[src/rtl/ece385_cmp_pkg.sv]
// Shared types for the sequential nibble comparator: FSM state encoding,
// cascade triple layout and its reset value.
package ece385_cmp_pkg;

  typedef enum logic [1:0] {
    ST_IDLE = 2'd0,
    ST_RUN  = 2'd1,
    ST_DONE = 2'd2
  } state_e;

  typedef struct packed {
    logic lt;
    logic eq;
    logic gt;
  } casc_t;

  // "Equal so far" is the neutral starting point for an LSB-first cascade.
  localparam casc_t CASC_RESET = '{lt: 1'b0, eq: 1'b1, gt: 1'b0};

  function automatic int idx_width(input int nibbles);
    return (nibbles > 1) ? $clog2(nibbles) : 1;
  endfunction

endpackage

[src/rtl/ece385_cmp_seq_cmp4.sv]
// 4-bit cascadable magnitude comparator. The cascade inputs carry the verdict
// of the less significant nibbles; this nibble overrides it unless equal.
module ece385_cmp_seq_cmp4 (
  input  logic [3:0] i_a,
  input  logic [3:0] i_b,
  input  logic       i_lt,
  input  logic       i_eq,
  input  logic       i_gt,
  output logic       o_lt,
  output logic       o_eq,
  output logic       o_gt
);

  always_comb begin
    o_lt = i_lt;
    o_eq = i_eq;
    o_gt = i_gt;
    if (i_a > i_b) begin
      o_lt = 1'b0;
      o_eq = 1'b0;
      o_gt = 1'b1;
    end else if (i_a < i_b) begin
      o_lt = 1'b1;
      o_eq = 1'b0;
      o_gt = 1'b0;
    end
  end

endmodule

[src/rtl/ece385_cmp_seq.sv]
// Sequential magnitude comparator: one shared 4-bit cascadable comparator is
// stepped LSB nibble first over NIBBLES cycles. ECE385_CMP_SEQ_SIGNED_EN
// selects a two's-complement compare (default build: unsigned).
//
// Handshake: start is sampled only in IDLE (busy=0); the edge that sees it
// latches A_in/B_in. res_valid is high exactly while in DONE and the result
// holds until an edge with res_ready=1, which returns to IDLE. A start on
// that same edge is not accepted because the FSM is still in DONE.
module ece385_cmp_seq
  import ece385_cmp_pkg::*;
#(
  parameter int NIBBLES = 4
) (
  input  logic                   Clk,
  input  logic                   Reset_n,
  input  logic                   start,
  input  logic [4*NIBBLES-1:0]   A_in,
  input  logic [4*NIBBLES-1:0]   B_in,
  output logic                   busy,
  output logic                   res_valid,
  input  logic                   res_ready,
  output logic                   A_gt_B,
  output logic                   A_eq_B,
  output logic                   A_lt_B,
  output logic [1:0]             o_dbg_state
);

  localparam int WIDTH = 4 * NIBBLES;
  localparam int IDX_W = idx_width(NIBBLES);
  localparam logic [IDX_W-1:0] LAST_IDX = IDX_W'(NIBBLES - 1);

  state_e           r_state;
  state_e           w_state_next;
  logic [WIDTH-1:0] r_a;
  logic [WIDTH-1:0] r_b;
  logic [IDX_W-1:0] r_idx;
  casc_t            r_casc;
  casc_t            r_res;
  casc_t            w_cmp;
  logic [3:0]       w_a_nib;
  logic [3:0]       w_b_nib;
  logic             w_last;
  logic             w_accept;
  logic             w_step;

  assign w_last = (r_idx == LAST_IDX);

  always_comb begin
    w_a_nib = 4'h0;
    w_b_nib = 4'h0;
    for (int i = 0; i < NIBBLES; i++) begin
      if (r_idx == IDX_W'(i)) begin
        w_a_nib = r_a[4*i +: 4];
        w_b_nib = r_b[4*i +: 4];
      end
    end
`ifdef ECE385_CMP_SEQ_SIGNED_EN
    // Flipping both sign bits maps two's-complement order onto unsigned order.
    if (w_last) begin
      w_a_nib[3] = ~w_a_nib[3];
      w_b_nib[3] = ~w_b_nib[3];
    end
`endif
  end

  ece385_cmp_seq_cmp4 u_cmp4 (
    .i_a  (w_a_nib),
    .i_b  (w_b_nib),
    .i_lt (r_casc.lt),
    .i_eq (r_casc.eq),
    .i_gt (r_casc.gt),
    .o_lt (w_cmp.lt),
    .o_eq (w_cmp.eq),
    .o_gt (w_cmp.gt)
  );

  always_ff @(posedge Clk or negedge Reset_n) begin
    if (!Reset_n) begin
      r_state <= ST_IDLE;
    end else begin
      r_state <= w_state_next;
    end
  end

  always_comb begin
    w_state_next = r_state;
    w_accept     = 1'b0;
    w_step       = 1'b0;
    case (r_state)
      ST_IDLE: begin
        if (start) begin
          w_accept     = 1'b1;
          w_state_next = ST_RUN;
        end
      end
      ST_RUN: begin
        w_step = 1'b1;
        if (w_last) begin
          w_state_next = ST_DONE;
        end
      end
      ST_DONE: begin
        if (res_ready) begin
          w_state_next = ST_IDLE;
        end
      end
      default: w_state_next = ST_IDLE;
    endcase
  end

  always_ff @(posedge Clk or negedge Reset_n) begin
    if (!Reset_n) begin
      r_a    <= '0;
      r_b    <= '0;
      r_idx  <= '0;
      r_casc <= CASC_RESET;
      r_res  <= CASC_RESET;
    end else if (w_accept) begin
      r_a    <= A_in;
      r_b    <= B_in;
      r_idx  <= '0;
      r_casc <= CASC_RESET;
    end else if (w_step) begin
      r_casc <= w_cmp;
      if (w_last) begin
        r_idx <= '0;
        r_res <= w_cmp;
      end else begin
        r_idx <= r_idx + IDX_W'(1);
      end
    end
  end

  assign busy        = (r_state != ST_IDLE);
  assign res_valid   = (r_state == ST_DONE);
  assign A_gt_B      = r_res.gt;
  assign A_eq_B      = r_res.eq;
  assign A_lt_B      = r_res.lt;
  assign o_dbg_state = r_state;

endmodule

[config.mk]
export PLATFORM = sky130hd
export DESIGN_NAME = ece385_cmp_seq
export DESIGN_NICKNAME = d
export VERILOG_FILES = /design/src/rtl/ece385_cmp_pkg.sv /design/src/rtl/ece385_cmp_seq_cmp4.sv /design/src/rtl/ece385_cmp_seq.sv
export SDC_FILE = /design/constraint.sdc
export NUM_CORES = 1
export LEC_CHECK = 0
export ABC_AREA = 0
export CAP_MARGIN = 10
export CORE_UTILIZATION = 40
export CTS_CLUSTER_SIZE = 28
export DETAILED_ROUTE_END_ITERATION = 12
export GPL_TIMING_DRIVEN = 0
export PLACE_DENSITY = 0.72
export SYNTH_ARGS = -nofsm -noshare
export SYNTH_HDL_FRONTEND = slang
export SYNTH_SLANG_ARGS = --single-unit
[constraint.sdc]
create_clock -name Clk -period 6.12 [get_ports Clk]
set_input_delay 1.224 -clock Clk [delete_from_list [all_inputs] [get_ports Clk]]
set_output_delay 1.224 -clock Clk [all_outputs]
set_load 0.1 [all_outputs]
==> flow_metrics.tcl, run 1 <==
set metrics [dict create \
    cp.arrival_ns 2.14 \
    relSlewSlack_pct 35.6 \
    grt_pass1_wl_um 7160 \
    cp_max_fo 6 \
    synth_enable_flop_cells 0 \
    grt_max_degree 43 \
    synth_flop_cell "dfrtp_1" \
    crit_required_ns 4.90 \
    multi_input_area_um2 1010 \
    worst_slew_pin_slew_ns 0.963 \
    p_int_uw 944 \
    dpl.hpwl_um 3170 \
    maxSlewViolCount 0 \
    hold_violations 0 \
    rows 26 \
    grt_pass1_vias 1462 \
    met1_usage_pct 21.9 \
    grt-busiest-layer "met2" \
    fin_crit_ns 3.36 \
    avgRoutedWirePerCell_um 14.7 \
    power_frac_comb_pct 58.0 \
    clkSinkCount 42 \
    detail-route-antenna-nets 0 \
    totalPowerFinal_uw 1610 \
    clkTransAtPathRegs_ns 0.08 \
    die_w_um 75.8 \
    wl_um 4250 \
    cts_resized 0 \
    final_cell_mix "clkdlybuf4s50_1 (41), dfrtp_1 (40), mux2_4 (28)" \
    worst_ir_drop_vdd_mv 0.244 \
    synthCells 169 \
    synth.yosys.warnings 0 \
    r2r_setup_slack_ns 3.18 \
    synth_seq_cells 42 \
    cts_tree "built" \
    place_area_um2 2680 \
    grt_overflow 0 \
    initial_core_util_pct 42.1 \
    power.leakage_uw 0.00121 \
    syn_avg_cell_area_um2 12.9 \
    die-area_um2 5740 \
    path_cells "or2b_1, inv_1, clkdlybuf4s50_1" \
    antenna_found_initial 0 \
    async_flop_share_pct 100 \
    r2r-end "A_lt_B$_DFFE_PN0P_" \
    endpoint "res_valid" \
    whs_path_depth 2 \
    gp_congestion 0.823 \
    final.fill_count 448 \
    hold_path.class "flop to flop" \
    startpoint "o_dbg_state[0]$_DFFE_PN0P_" \
    vias 1438 \
    switching_share_pct 41.5 \
    die_y_um 75.8 \
    whs_ns 0.488 \
    worstSkewPairLatency_ns 0.30 \
    cts-hold-fix-buffers 0 \
    endpoint_kind "primary output" \
    setup_violations 0 \
    drt_iter0_markers 106 \
    post_cts_buffers 0 \
    numCtsBuffers 5 \
    setup_tns_ns 0 \
    r2r-start "r_idx[0]$_DFFE_PN0P_" \
    synth_cell_types 35 \
    vias_per_cell 4.98 \
    mostFrequentLayoutCell "clkdlybuf4s50_1" \
    power.switching_uw 671 \
    slowest_delay_ns 1.12 \
    met3_usage_pct 5.03 \
    seq_area_um2 1050 \
    port_buffers 42 \
    grt_setup_unrepaired "false" \
    power_frac_seq_pct 31.3 \
    start_kind "flop" \
    ios 43 \
    cp_slowest_cell "clkdlybuf4s50_1" \
    p_clk_share_pct 10.7 \
    diodes 0 \
    synth_area_um2 2180 \
    crit_type "flop to primary output" \
    finalCritPeriodShare_pct 55.0 \
    cellPowerDensity_nw_per_um2 585 \
    syn_to_final_growth_pct 26.8 \
    grt_use_total_pct 17.4 \
    final_cell_area_um2 2760 \
    fmax_mhz 297 \
    firstDrtPassIters 4 \
    nNetsFinal 262 \
    clock_path_buffers 2 \
    drive_above_1_share_pct 21.5 \
    drc 0 \
    syn-num-nets 213 \
    final_util_pct 53.4 \
    drv_cap 0 \
    root_buffer "clkbuf_8" \
    status "completed" \
    coreArea_um2 5170 \
    groute.layer.met2.usage_pct 28.7 \
    r2r_cells 11 \
    yosysSeqAreaShare_pct 48.4 \
    finClkSkew_ns 0.00593 \
    htreeDepth 2 \
]
-- state kept, by name (all words and copies together), names as in the netlist --
name and flops:
A_eq_B 1, A_gt_B 1, A_lt_B 1, o_dbg_state 2, r_a 16, r_b 16, r_casc 3, r_idx 2
-- area by class of cell --
type	instances	share of cell area (%)
Sequential cell	42	38.2
Multi-Input combinational cell	112	36.7
Timing Repair Buffer	42	15.0
Buffer	9	3.17
Tap cell	70	3.17
Clock buffer	8	2.90
Inverter	6	0.816
-- worst min path at each step --
stage / start / to / slack (ns)
2_1_floorplan: r_casc[2]$_DFFE_PN0P_ / r_casc[2]$_DFFE_PN0P_ / 0.47
3_3_place_gp: A_gt_B$_DFFE_PN0P_ / A_gt_B$_DFFE_PN0P_ / 0.47
3_5_place_dp: A_eq_B$_DFFE_PN1P_ / A_eq_B$_DFFE_PN1P_ / 0.47
4_1_cts: A_eq_B$_DFFE_PN1P_ / A_eq_B$_DFFE_PN1P_ / 0.49
5_1_grt: A_eq_B$_DFFE_PN1P_ / A_eq_B$_DFFE_PN1P_ / 0.51
6_report: A_eq_B$_DFFE_PN1P_ / A_eq_B$_DFFE_PN1P_ / 0.49
-- power by group through the flow --
stage / Sequential [µW] / Clock (µW) / Combinational (µW)
after CTS: 507 / 176 / 945
after global placement: 505 / 0 / 915
after floorplan: 570 / 0 / 663
after detailed placement: 512 / 0 / 940
after global routing: 522 / 189 / 1030
final: 505 / 173 / 936
-- stage by stage --
stage                     worst slack, ns  cells
final                                2.76    289
after floorplan                      3.06    169
after CTS                            2.75    289
after global placement               2.80    281
after detailed placement             3.08    281
after global routing                 2.69    289
-- cell usage after synthesis, types with 6 or more instances --
cell type	count	share of area, %
a21oi_1	8	1.8
ha_1	8	4.6
mux2_4	28	19
inv_1	6	1.0
a221oi_1	7	2.8
nand2_1	11	1.9
nor2b_1	9	2.6
o21ai_0	6	1.4
o31ai_1	6	2.1
dfrtp_1	40	46
-- cell families (layout without fill, tap and decap cells) --
group | count (synthesis) | in the layout | synth area share (%)
AO/OA/AOI/OAI | 35 | 35 | 11.0
adder cells (fa/ha/maj) | 8 | 8 | 4.60
buffers and inverters | 15 | 65 | 5.06
flip-flops | 42 | 42 | 48.4
multiplexers | 32 | 32 | 21.4
AND/OR/NAND/NOR | 37 | 37 | 9.54
-- critical path, delay by kind of cell, from the launching register on --
family | cells | cell delay (ns)
buffers and inverters | 2 | 1.17
AND/OR/NAND/NOR | 1 | 0.24
flip-flops | 1 | 0.43
-- routing by layer --
metal	part of all wire (%)	vias to the layer above	wire length, µm
li1	-	704	-
met1	45	688	1910
met2	49	41	2070
met3	5.1	5	217
met4	1.3	0	57
met5	0	-	0
No activity file was read; power rests on OpenSTA's default activity.
==> inputs of run 2 (changes only) <==
--- a/config.mk
+++ b/config.mk
@@ -11,7 +11,7 @@
 export CTS_CLUSTER_SIZE = 28
 export DETAILED_ROUTE_END_ITERATION = 12
 export GPL_TIMING_DRIVEN = 0
-export PLACE_DENSITY = 0.72
+export PLACE_DENSITY = 0.75
 export SYNTH_ARGS = -nofsm -noshare
 export SYNTH_HDL_FRONTEND = slang
 export SYNTH_SLANG_ARGS = --single-unit
==> constraint.sdc (replaced) <==
create_clock -name Clk -period 2.75 [get_ports Clk]
set_input_delay 0.55 -clock Clk [delete_from_list [all_inputs] [get_ports Clk]]
set_output_delay 0.55 -clock Clk [all_outputs]
set_load 0.1 [all_outputs]
==> run 2 against run 1 <==
Effect of this change:
- final area rose by 4.3%
- highest routed layer unchanged
- non-clock buffer count rose by 7
- global-route usage fell by 0.50 points
==> flow_metrics.tcl, run 2 (synthesis results as in run 1) <==
set metrics [dict create \
    relSlewSlack_pct 35.7 \
    die_y_um 75.8 \
    vias_per_cell 4.96 \
    reg.largest.list "r_a: 16 flops, r_b: 16 flops, r_casc: 3 flops" \
    grt_max_degree 43 \
    grt_use_total_pct 17.0 \
    antenna_found_initial 0 \
    die-area_um2 5740 \
    dpl.hpwl_um 2980 \
    vias 1469 \
    cp_max_fo 10 \
    crit_required_ns 2.97 \
    nNetsFinal 269 \
    cp_slowest_cell "dfrtp_1" \
    cellPowerDensity_nw_per_um2 1340 \
    htreeDepth 2 \
    drc 0 \
    hold_path.class "input pin to asynchronous set/reset pin" \
    initial_core_util_pct 42.1 \
    numCtsBuffers 5 \
    diodes 0 \
    die_w_um 75.8 \
    setup_slack_ns 0.152 \
    endpoint_kind "flop" \
    drv_cap 0 \
    maxSlewViolCount 0 \
    power.switching_uw 1570 \
    rows 26 \
    p_int_uw 2290 \
    fin_crit_ns 2.60 \
    groute.layer.met2.usage_pct 27.6 \
    power_frac_comb_pct 60.1 \
    finClkSkew_ns 0.00485 \
    place_area_um2 2680 \
    finalCritPeriodShare_pct 94.5 \
    detail-route-antenna-nets 0 \
    clkSinkCount 42 \
    clkTransAtPathRegs_ns 0.08 \
    path_cells "inv_2, ha_1, buf_6, nor2b_1, buf_4, buf_4, a221oi_1, o31ai_2, ha_1, nand4_1, inv_1, o21ai_0, o21ai_0" \
    cts_tree "built" \
    clock_path_buffers 2 \
    met1_usage_pct 21.8 \
    switching_share_pct 40.7 \
    firstDrtPassIters 4 \
    fmax_mhz 385 \
    worst_slew_pin_slew_ns 0.961 \
    grt_pass1_vias 1496 \
    r2r_cells 13 \
    start_kind "flop" \
    syn_to_final_growth_pct 32.2 \
    coreArea_um2 5170 \
    crit_type "flop to flop" \
    hold_violations 0 \
    grt_pass1_wl_um 7050 \
    wl_um 4240 \
    status "completed" \
    port_buffers 42 \
    p_clk_share_pct 10.5 \
    cp.arrival_ns 2.82 \
    gp_congestion 0.760 \
    final.fill_count 445 \
    met3_usage_pct 4.76 \
    stdcell_count 296 \
    drive_above_1_share_pct 30.5 \
    power.leakage_uw 0.00129 \
    grt_setup_unrepaired "true" \
    worstSkewPairLatency_ns 0.29 \
    setup_tns_ns 0 \
    pre_cts_ws_ns -0.161 \
    worst_ir_drop_vdd_mv 0.664 \
    final_cell_mix "dfrtp_1 (40), clkdlybuf4s50_1 (40), mux2_4 (28)" \
    dp.cells 281 \
    grt-busiest-layer "met2" \
    grt_overflow 0 \
    root_buffer "clkbuf_8" \
    final_cell_area_um2 2880 \
    ios 43 \
    drt_iter0_markers 56 \
    power_frac_seq_pct 29.4 \
    avgRoutedWirePerCell_um 14.3 \
    setup_violations 0 \
    slowest_delay_ns 0.39 \
]
-- run 2: routing by layer --
metal,wire length (µm),vias to the layer above
met1,2010,713
met3,168,6
met4,54,0
li1,-,717
met2,2000,33
met5,0,-
-- run 2: power groups by stage --
stage | Sequential [µW] | Combinational, µW | Clock (µW)
finish | 1130 | 2310 | 404
global route | 1170 | 2520 | 441
CTS | 1120 | 2250 | 414
detailed placement | 1130 | 2070 | 0
global placement | 1130 | 2030 | 0
floorplan | 1270 | 1470 | 0
-- run 2: worst paths after layout --
path	startpoint	to	slack, ns
worst max register to register	r_idx[1]$_DFFE_PN0P_	A_eq_B$_DFFE_PN1P_	0.15
max in group asynchronous	Reset_n	r_b[14]$_DFFE_PN0P_	1.80
worst min-delay path	Reset_n	r_a[5]$_DFFE_PN0P_	0.39
worst max-delay path	r_idx[1]$_DFFE_PN0P_	A_eq_B$_DFFE_PN1P_	0.15
min in group Clk	A_eq_B$_DFFE_PN1P_	A_eq_B$_DFFE_PN1P_	0.49
worst min register to register	A_eq_B$_DFFE_PN1P_	A_eq_B$_DFFE_PN1P_	0.49
-- run 2: worst max-delay path: cells and delay by family, from the launching register on --
family | cells | cell delay, ns
AO/OA/AOI/OAI | 4 | 0.76
buffers and inverters | 5 | 0.67
AND/OR/NAND/NOR | 2 | 0.25
flip-flops | 1 | 0.39
adder cells (fa/ha/maj) | 2 | 0.45
-- run 2: timing repair --
action / CTS / global route
gates cloned: 0 / 0
pin swaps: 4 / 4
buffers inserted: 6 / 1
resized for setup: 6 / 16
setup endpoints to repair: 5 / 7
hold buffers: 0 / 0
-- run 2: final cells by class --
type | count | area, µm² | share of cell area, %
repair buffers | 49 | 470 | 16.3
multi-input cells | 112 | 1050 | 36.5
well taps | 70 | 87.6 | 3.04
plain buffers | 9 | 101 | 3.52
inverters | 6 | 22.5 | 0.782
flip-flops and latches | 42 | 1050 | 36.6
clock inverters | 1 | 5.00 | 0.174
clock buffers | 7 | 86.3 | 3.00
-- run 2: metrics by stage --
step | power (µW) | utilization [%] | hold WS [ns]
CTS | 3780 | 54.8 | 0.420
detailed placement | 3200 | 51.8 | 0.479
global placement | 3160 | 51.9 | 0.469
global route | 4130 | 55.7 | 0.467
floorplan | 2740 | - | 0.254
finish | 3850 | 55.7 | 0.389
